**src/rtl/router_port_requester.sv**
```systemverilog
// router_port_requester: per-port client of the router's fixed-priority arbiter.
// Requests the crossbar for each buffered packet, streams it while granted, then yields.
module router_port_requester #(
    parameter int DATA_W     = 32,
    parameter int MAX_LEN    = 16,
    parameter int WAIT_MAX   = 64,
    parameter int GAP_CYCLES = 1
) (
    input  logic              clk,
    input  logic              reset,
    input  logic              pkt_valid,
    input  logic [DATA_W-1:0] pkt_data,
    input  logic              pkt_last,
    output logic              pkt_ready,
    output logic              request,
    input  logic              grant,
    output logic              out_valid,
    output logic [DATA_W-1:0] out_data,
    output logic              out_last,
    input  logic              out_ready,
    output logic              starve,
    output logic              len_err,
    output logic [7:0]        preempt_cnt
);

    // state | meaning
    // IDLE  | no packet pending, request low
    // REQ   | packet waiting upstream, request high, awaiting grant
    // XFER  | granted; beats move when grant, pkt_valid and out_ready are all high
    // DROP  | packet truncated; remaining beats discarded with request low
    // GAP   | request held low so the arbiter re-arbitrates
    typedef enum logic [2:0] {
        S_IDLE = 3'd0,
        S_REQ  = 3'd1,
        S_XFER = 3'd2,
        S_DROP = 3'd3,
        S_GAP  = 3'd4
    } state_t;

    localparam int BEAT_W = $clog2(MAX_LEN + 1);
    localparam int WAIT_W = $clog2(WAIT_MAX + 1);
    localparam int GAP_W  = (GAP_CYCLES > 1) ? $clog2(GAP_CYCLES) : 1;

    state_t              state_q, state_d;
    logic                request_q, request_d;
    logic [BEAT_W-1:0]   beat_cnt_q, beat_cnt_d;
    logic [WAIT_W-1:0]   wait_cnt_q, wait_cnt_d;
    logic [GAP_W-1:0]    gap_cnt_q, gap_cnt_d;
    logic                starve_q, starve_d;
    logic                len_err_q, len_err_d;
    logic [7:0]          preempt_cnt_q, preempt_cnt_d;
    logic                grant_prev_q, grant_prev_d;

    logic in_xfer;
    logic fire;
    logic force_last;

    assign in_xfer    = (state_q == S_XFER);
    assign fire       = in_xfer & grant & pkt_valid & out_ready;
    assign force_last = in_xfer & (beat_cnt_q == BEAT_W'(MAX_LEN - 1));

    always_ff @(posedge clk or posedge reset) begin
        if (reset) begin
            state_q       <= S_IDLE;
            request_q     <= 1'b0;
            beat_cnt_q    <= '0;
            wait_cnt_q    <= '0;
            gap_cnt_q     <= '0;
            starve_q      <= 1'b0;
            len_err_q     <= 1'b0;
            preempt_cnt_q <= '0;
            grant_prev_q  <= 1'b0;
        end else begin
            state_q       <= state_d;
            request_q     <= request_d;
            beat_cnt_q    <= beat_cnt_d;
            wait_cnt_q    <= wait_cnt_d;
            gap_cnt_q     <= gap_cnt_d;
            starve_q      <= starve_d;
            len_err_q     <= len_err_d;
            preempt_cnt_q <= preempt_cnt_d;
            grant_prev_q  <= grant_prev_d;
        end
    end

    always_comb begin
        state_d = state_q;
        case (state_q)
            S_IDLE: if (pkt_valid) state_d = S_REQ;
            S_REQ:  if (grant) state_d = S_XFER;
            S_XFER: begin
                if (fire) begin
                    if (pkt_last)        state_d = S_GAP;
                    else if (force_last) state_d = S_DROP;
                end
            end
            S_DROP: if (pkt_valid & pkt_last) state_d = S_GAP;
            S_GAP:  if (gap_cnt_q == '0) state_d = S_IDLE;
            default: state_d = S_IDLE;
        endcase
    end

    always_comb begin
        request_d     = (state_d == S_REQ) || (state_d == S_XFER);
        beat_cnt_d    = beat_cnt_q;
        wait_cnt_d    = wait_cnt_q;
        gap_cnt_d     = gap_cnt_q;
        starve_d      = starve_q;
        len_err_d     = len_err_q;
        preempt_cnt_d = preempt_cnt_q;
        grant_prev_d  = grant;

        if (state_q == S_REQ) begin
            if (grant) begin
                wait_cnt_d = '0;
            end else if (wait_cnt_q != WAIT_W'(WAIT_MAX)) begin
                wait_cnt_d = wait_cnt_q + WAIT_W'(1);
                if (wait_cnt_q == WAIT_W'(WAIT_MAX - 1)) starve_d = 1'b1;
            end
        end

        if (fire) begin
            starve_d   = 1'b0;
            beat_cnt_d = beat_cnt_q + BEAT_W'(1);
            if (!pkt_last && force_last) len_err_d = 1'b1;
        end

        // a grant falling edge while streaming is a preemption
        if (in_xfer && grant_prev_q && !grant && (preempt_cnt_q != 8'hFF))
            preempt_cnt_d = preempt_cnt_q + 8'd1;

        if ((state_d == S_GAP) && (state_q != S_GAP)) begin
            beat_cnt_d = '0;
            gap_cnt_d  = GAP_W'(GAP_CYCLES - 1);
        end else if ((state_q == S_GAP) && (gap_cnt_q != '0)) begin
            gap_cnt_d = gap_cnt_q - GAP_W'(1);
        end
    end

    always_comb begin
        out_valid = in_xfer & grant & pkt_valid;
        pkt_ready = (in_xfer & grant & out_ready) | (state_q == S_DROP);
        out_last  = (pkt_last | force_last) & out_valid;
    end

    assign out_data    = pkt_data;
    assign request     = request_q;
    assign starve      = starve_q;
    assign len_err     = len_err_q;
    assign preempt_cnt = preempt_cnt_q;

endmodule

```
**config.mk**
```make
export PLATFORM = sky130hd
export DESIGN_NAME = router_port_requester
export DESIGN_NICKNAME = d
export VERILOG_FILES = /design/src/rtl/router_port_requester.sv
export SDC_FILE = /design/constraint.sdc
export NUM_CORES = 1
export LEC_CHECK = 0
export ABC_AREA = 1
export CORE_ASPECT_RATIO = 1.5
export CORE_MARGIN = 1
export CORE_UTILIZATION = 25
export DETAILED_ROUTE_END_ITERATION = 10
export GPL_TIMING_DRIVEN = 0
export PLACE_DENSITY = 0.57
export SLEW_MARGIN = 40
export SYNTH_ARGS = -nofsm -noshare
export SYNTH_HDL_FRONTEND = slang
export SYNTH_SLANG_ARGS = --single-unit
export TNS_END_PERCENT = 50
```
**constraint.sdc**
```tcl
create_clock -name clk -period 1.57 [get_ports clk]
set_clock_uncertainty 0.15 [all_clocks]
set_input_delay 0.157 -clock clk [delete_from_list [all_inputs] [get_ports clk]]
set_output_delay 0.157 -clock clk [all_outputs]
set_load 0.05 [all_outputs]
```
======== Word-level counts from Yosys, hierarchy flattened ========
Cells that the tools add are included.
storage, ports and cells
  flip-flop bits (word level) ............. 28
  input port bits ......................... 38
  word-level logic and storage cells ...... 73
operators by class
  add/subtract/negate cells ............... 4
  equality and inequality tests ........... 13
  muxes and demuxes ....................... 19
  bitwise operators ....................... 9
  reduce and logical (&&, ||, !) cells .... 19
operators with widths
  operator                                               number
  2-to-1 mux 3 bit                                       7
  case mux 3 bit (5 select lines)                        1
  2-to-1 mux 7 bit                                       2
  nonzero test 2 bit                                     6
  2-to-1 mux 5 bit                                       2
  equality test 3 x 2 -> 1 bit, second input constant    3
  adder 8 x 1 -> 8 bit, second input constant            1
  inequality test 8 bit, second input constant           1
  adder 7 x 1 -> 7 bit, second input constant            1
  AND 1 bit                                              7
  equality test 7 x 6 -> 1 bit, second input constant    1
  2-to-1 mux 1 bit                                       7
  inequality test 7 bit, second input constant           1
  equality test 3 x 1 -> 1 bit, second input constant    2
  equality test 3 bit, second input constant             2
  logical AND 1 bit                                      6
  adder 5 x 1 -> 5 bit, second input constant            1
  equality test 5 x 4 -> 1 bit, second input constant    1
  AND reduction 2 bit                                    2
  AND reduction 4 bit                                    1
  logical NOT 3 bit                                      1
  inequality test 3 bit, second input constant           1
  logical NOT 1 bit                                      2
  inequality test 2 x 1 -> 1 bit, second input constant  1
  3 further kinds                                        4

======== Longest topological paths before layout ========
  word-level depth ........................ 9
  gate-level depth with buffers ........... 10
  gate-level depth less buffers ........... 10

======== Worst setup path before layout ========
OpenSTA, ideal clock, no wires.
  path kind ............................... register -> output
  start point ............................. reg state_q[0]
  end point ............................... out out_last
  arrival ................................. 1.618 ns
  setup slack ............................. -0.355 ns
  cell stages (with the launch flop) ...... 5
  cell sequence ........................... dfrtp_1 inv_1 nand3_4 nor3_4 o21a_1
on the way
  cells in the longest elaborated chain, start to end .. 4
RTL lines
  what                          RTL line  source
  start, declared               44        state_t state_q, state_d;
  start signal, assigned        74        state_q <= state_d;
  equality test 3 x 2 -> 1 bit  58        assign in_xfer = (state_q == S_XFER);
  AND 1 bit (2 in series)       141       out_valid = in_xfer & grant & pkt_valid;
  named net out_valid           17        output logic out_valid,
  AND 1 bit                     143       out_last = (pkt_last | force_last) & out_valid;
  end, declared                 19        output logic out_last,
The timed path passes the listed nets, and every way through them passes these cells.

======== Worst setup path in the final report ========
  start point ............................. reg beat_cnt_q[1]
  end point ............................... out out_last
on the way
  cells in the longest elaborated chain, start to end .. 4
RTL lines
  what                          RTL line  source
  start, declared               46        logic [BEAT_W-1:0] beat_cnt_q, beat_cnt_d;
  start signal, assigned        76        beat_cnt_q <= beat_cnt_d;
  equality test 5 x 4 -> 1 bit  60        assign force_last = in_xfer & (beat_cnt_q == BEAT_W'(MAX_LEN - 1));
  AND 1 bit                     60
  OR 1 bit                      143
  AND 1 bit                     143
Every way passes these cells.

==> summary.md <==
| Metric | Value |
|---|---|
| Count of final max-slew check failures | `0` |
| Transition at the pin with the smallest max-transition slack | `631 ps` |
| Vertical die dimension | `109 um` |
| Final critical-path required period | `1910 ps` |
| Number of global-route vias before repair | `1620` |
| Per-cell routed wire length | `11.1 um` |
| Yosys reg bits | `28` |
| Initial Util | `26.1%` |
| Final #Nets | `361` |
| Minimum setup slack in the final design | `-343 ps` |
| Hpwl dp | `3230 um` |
| Pre-Repair DR Iteration Count | `4` |
| Clock Tree Root | `clkbuf_8` |
| Layout overhead on the synthesized area | `57.8%` |
| Final worst-path cycle share | `122%` |
| Clock tree sinks | `28` |
| Class of the tightest hold or removal check | `primary input to async pin` |
| Placed Instances | `384` |
| Port Buffer Count | `51` |
| Finished Layout Cells | `417` |
| Total wire length after detailed routing | `4620 um` |
| Pin count of the biggest net entering global routing | `29` |
| DR DRC count | `0` |
| Static Leakage | `1.41 nW` |
| CP Max Fanout | `2` |
| RSZ-0062 raised after global routing | `yes` |
| Mapped Cells | `233` |
| Core Rows | `38` |
| Number of nets still failing antenna checks after routing | `0` |
| Total power | `3.99 mW` |
| Antenna fix cells | `0` |
| Highest achievable clock rate | `523 MHz` |
| Status | `complete, but fails checks` |
| Later-pin clock latency in the skew report | `290 ps` |
| FILL cells | `769` |
| Buffer depth of the longest clock path | `2` |
| Start-to-end type of the worst setup path | `flop to output port` |
| Cts bufs inserted | `3` |
| Category of the worst setup path capture point | `output port` |
| Total global routing overflow | `0` |
| Number of ports placed on the die boundary | `84` |
| Placeable core region | `7320 um^2` |
| Failing checks | `negative setup slack` |
| Global-route wire length before repair | `7070 um` |
| H-tree lvl count | `1` |
| Total via count in the routed design | `1771` |
| Share of cells above drive strength 1 | `40.4%` |
| Hold slack final | `119 ps` |
| Mean number of vias per cell | `4.25` |
| Post-Route Setup TNS | `-1270 ps` |
| Die Area | `8010 um^2` |
| Clock tree from TritonCTS | `built` |
| Crit path required time | `1260 ps` |
| Syn Area/Cell | `8.21 um^2` |
| Worst voltage drop across the vdd grid | `752 uV` |
| Overall track demand over capacity in global routing | `11.4%` |
| Synthesis warning total | `0` |
| Clock transition at the registers of the reported paths | `110 ps` |
| Max-slew headroom at the worst pin | `57.9%` |
| Netlist area before placement | `1910 um^2` |
| Horiz. Die Dim | `73.4 um` |
| Antenna violations before repair | `0` |
| Nets in the synthesized netlist | `276` |
| Number of hold buffers added after CTS | `0` |
| Sequential element share of the synthesized area | `36.6%` |
| Power per standard cell area | `1320 nW/um^2` |
| Number of hold violations in the final report | `0` |
| Initial DRC Count | `53` |
| Kind of start point of the critical path | `flop` |
| Global placement routability congestion | `0.828` |
| Setup violation total in the final timing report | `11` |
| Number of distinct standard cells referenced by the synthesized netlist | `35` |
| CP arrival | `1610 ps` |
| Max-cap violations | `0` |
-- sequential cells by signal (all words and copies together), names as in the netlist --
signal and flops:
beat_cnt_q 5, gap_cnt_q 1, grant_prev_q 1, len_err 1
preempt_cnt 8, request 1, starve 1, state_q 3
wait_cnt_q 7
-- metal layers --
layer / up-vias / GRT usage, % / share of wire, %
li1: 874 / - / -
met1: 824 / 13.1 / 40
met3: 4 / 1.29 / 4.6
met4: 0 / 4.53 / 1.5
met5: - / 0 / 0
met2: 69 / 21.1 / 54
-- what timing repair did --
| item | CTS | global route |
|---|---|---|
| setup endpoints to repair | 24 | 30 |
| gates resized for setup | 50 | 28 |
| setup buffers | 14 | 14 |
| cloned | 0 | 1 |
| pin swaps | 6 | 12 |
-- cells in the final DEF, fill, tap and decap left out, types with 4 or more instances in the layout --
master,n
nand2_1,42
buf_4,54
clkdlybuf4s50_1,36
buf_6,6
nand2_2,6
inv_1,22
inv_2,6
nand3_2,5
nand3_1,12
clkdlybuf4s15_1,5
xor2_1,6
nor2_4,5
o21ai_0,8
dfrtp_2,8
dfrtp_1,20
inv_4,4
nor2_1,14
dlygate4sd2_1,7
nand4_1,4
nor2_2,4
-- through the flow --
stage / setup WS (ps) / util, % / instance area, um^2
2_1_floorplan: -235 / - / 1950
3_3_place_gp: -902 / 35.3 / 2580
3_5_place_dp: -900 / 35.3 / 2580
4_1_cts: -351 / 38.4 / 2810
5_1_grt: -424 / 41.2 / 3020
6_report: -343 / 41.2 / 3020
-- Yosys cell counts --
cell type   n  share of area [%]
a21oi_1     2               0.52
a21oi_2     1               0.46
a31o_2      1               0.46
a31oi_1     1               0.33
buf_4      32                 13
buf_6       1               0.59
dfrtp_1    28                 37
ha_1        5                3.3
inv_1      27                5.3
inv_2       4               0.78
inv_4       1               0.33
nand2_1    48                9.4
nand2_2     2               0.65
nand2_4     1               0.59
nand3_1    13                3.4
nand3_2     4                2.1
nand3_4     1               0.92
nand4_1     4                1.3
nand4_2     1               0.65
nand4_4     1                1.1
nor2_1     17                3.3
nor2_2      4                1.3
nor2_4      2                1.2
nor2_8      1                1.0
nor3_1      5                1.3
nor3_4      1               0.85
nor3b_1     1               0.39
o21a_1      2               0.78
o21ai_0     9                2.4
o21ai_4     1               0.85
o221ai_1    1               0.46
o31ai_1     2               0.78
or2_2       1               0.33
xnor2_1     2               0.92
xor2_1      6                2.7
-- cell type report --
cell class                 instances  area (um^2)  area share [%]
inverter                          32          130            4.31
tap                              100          125            4.14
multi-input combinational        140          965            32.0
sequential                        28          711            23.5
timing repair buffer              79          758            25.1
clock inverter                     1         30.0           0.995
timing repair inverter             1         7.51           0.249
clock buffer                       3         41.3            1.37
buffer                            33          251            8.33
-- worst max-delay path, stage by stage (launching register included) --
cell and delay, ps:
dfrtp_1 400, ha_2 180, nand2_2 80, nor2_2 40
ha_2 170, inv_2 70, nor2_4 40, o21a_4 190
buf_8 140
-- cells by family (layout without fill, tap and decap cells) --
kind of cell,after synthesis,in the layout,share of synthesized area (%)
adder cells (fa/ha/maj),5,5,3.27
XOR/XNOR,8,8,3.66
AO/OA/AOI/OAI,20,20,7.00
buffers and inverters,65,149,19.6
AND/OR/NAND/NOR,107,107,29.9
flip-flops,28,28,36.6
-- power breakdown --
part | internal (mW) | total (mW) | leakage (nW) | switching (mW)
Combinational | 0.904 | 2.25 | 1.02 | 1.34
Sequential | 0.934 | 1.16 | 0.355 | 0.225
Clock | 0.342 | 0.585 | 0.0357 | 0.243
Total | 2.18 | 3.99 | 1.41 | 1.81
-- path summary, 6_finish.rpt --
check / startpoint / end / slack (ps) / cells past startpoint
min in group clk: grant / grant_prev_q / 190 / 1
max: beat_cnt_q[1] / out_last / -340 / 8
max in group asynchronous: reset / preempt_cnt[3] / 690 / 2
max reg2reg: beat_cnt_q[1] / request / -210 / 11
min reg2reg: len_err / len_err / 330 / 2
min: reset / wait_cnt_q[4] / 120 / 2
Note: power is estimated with default switching activity, not from simulation.
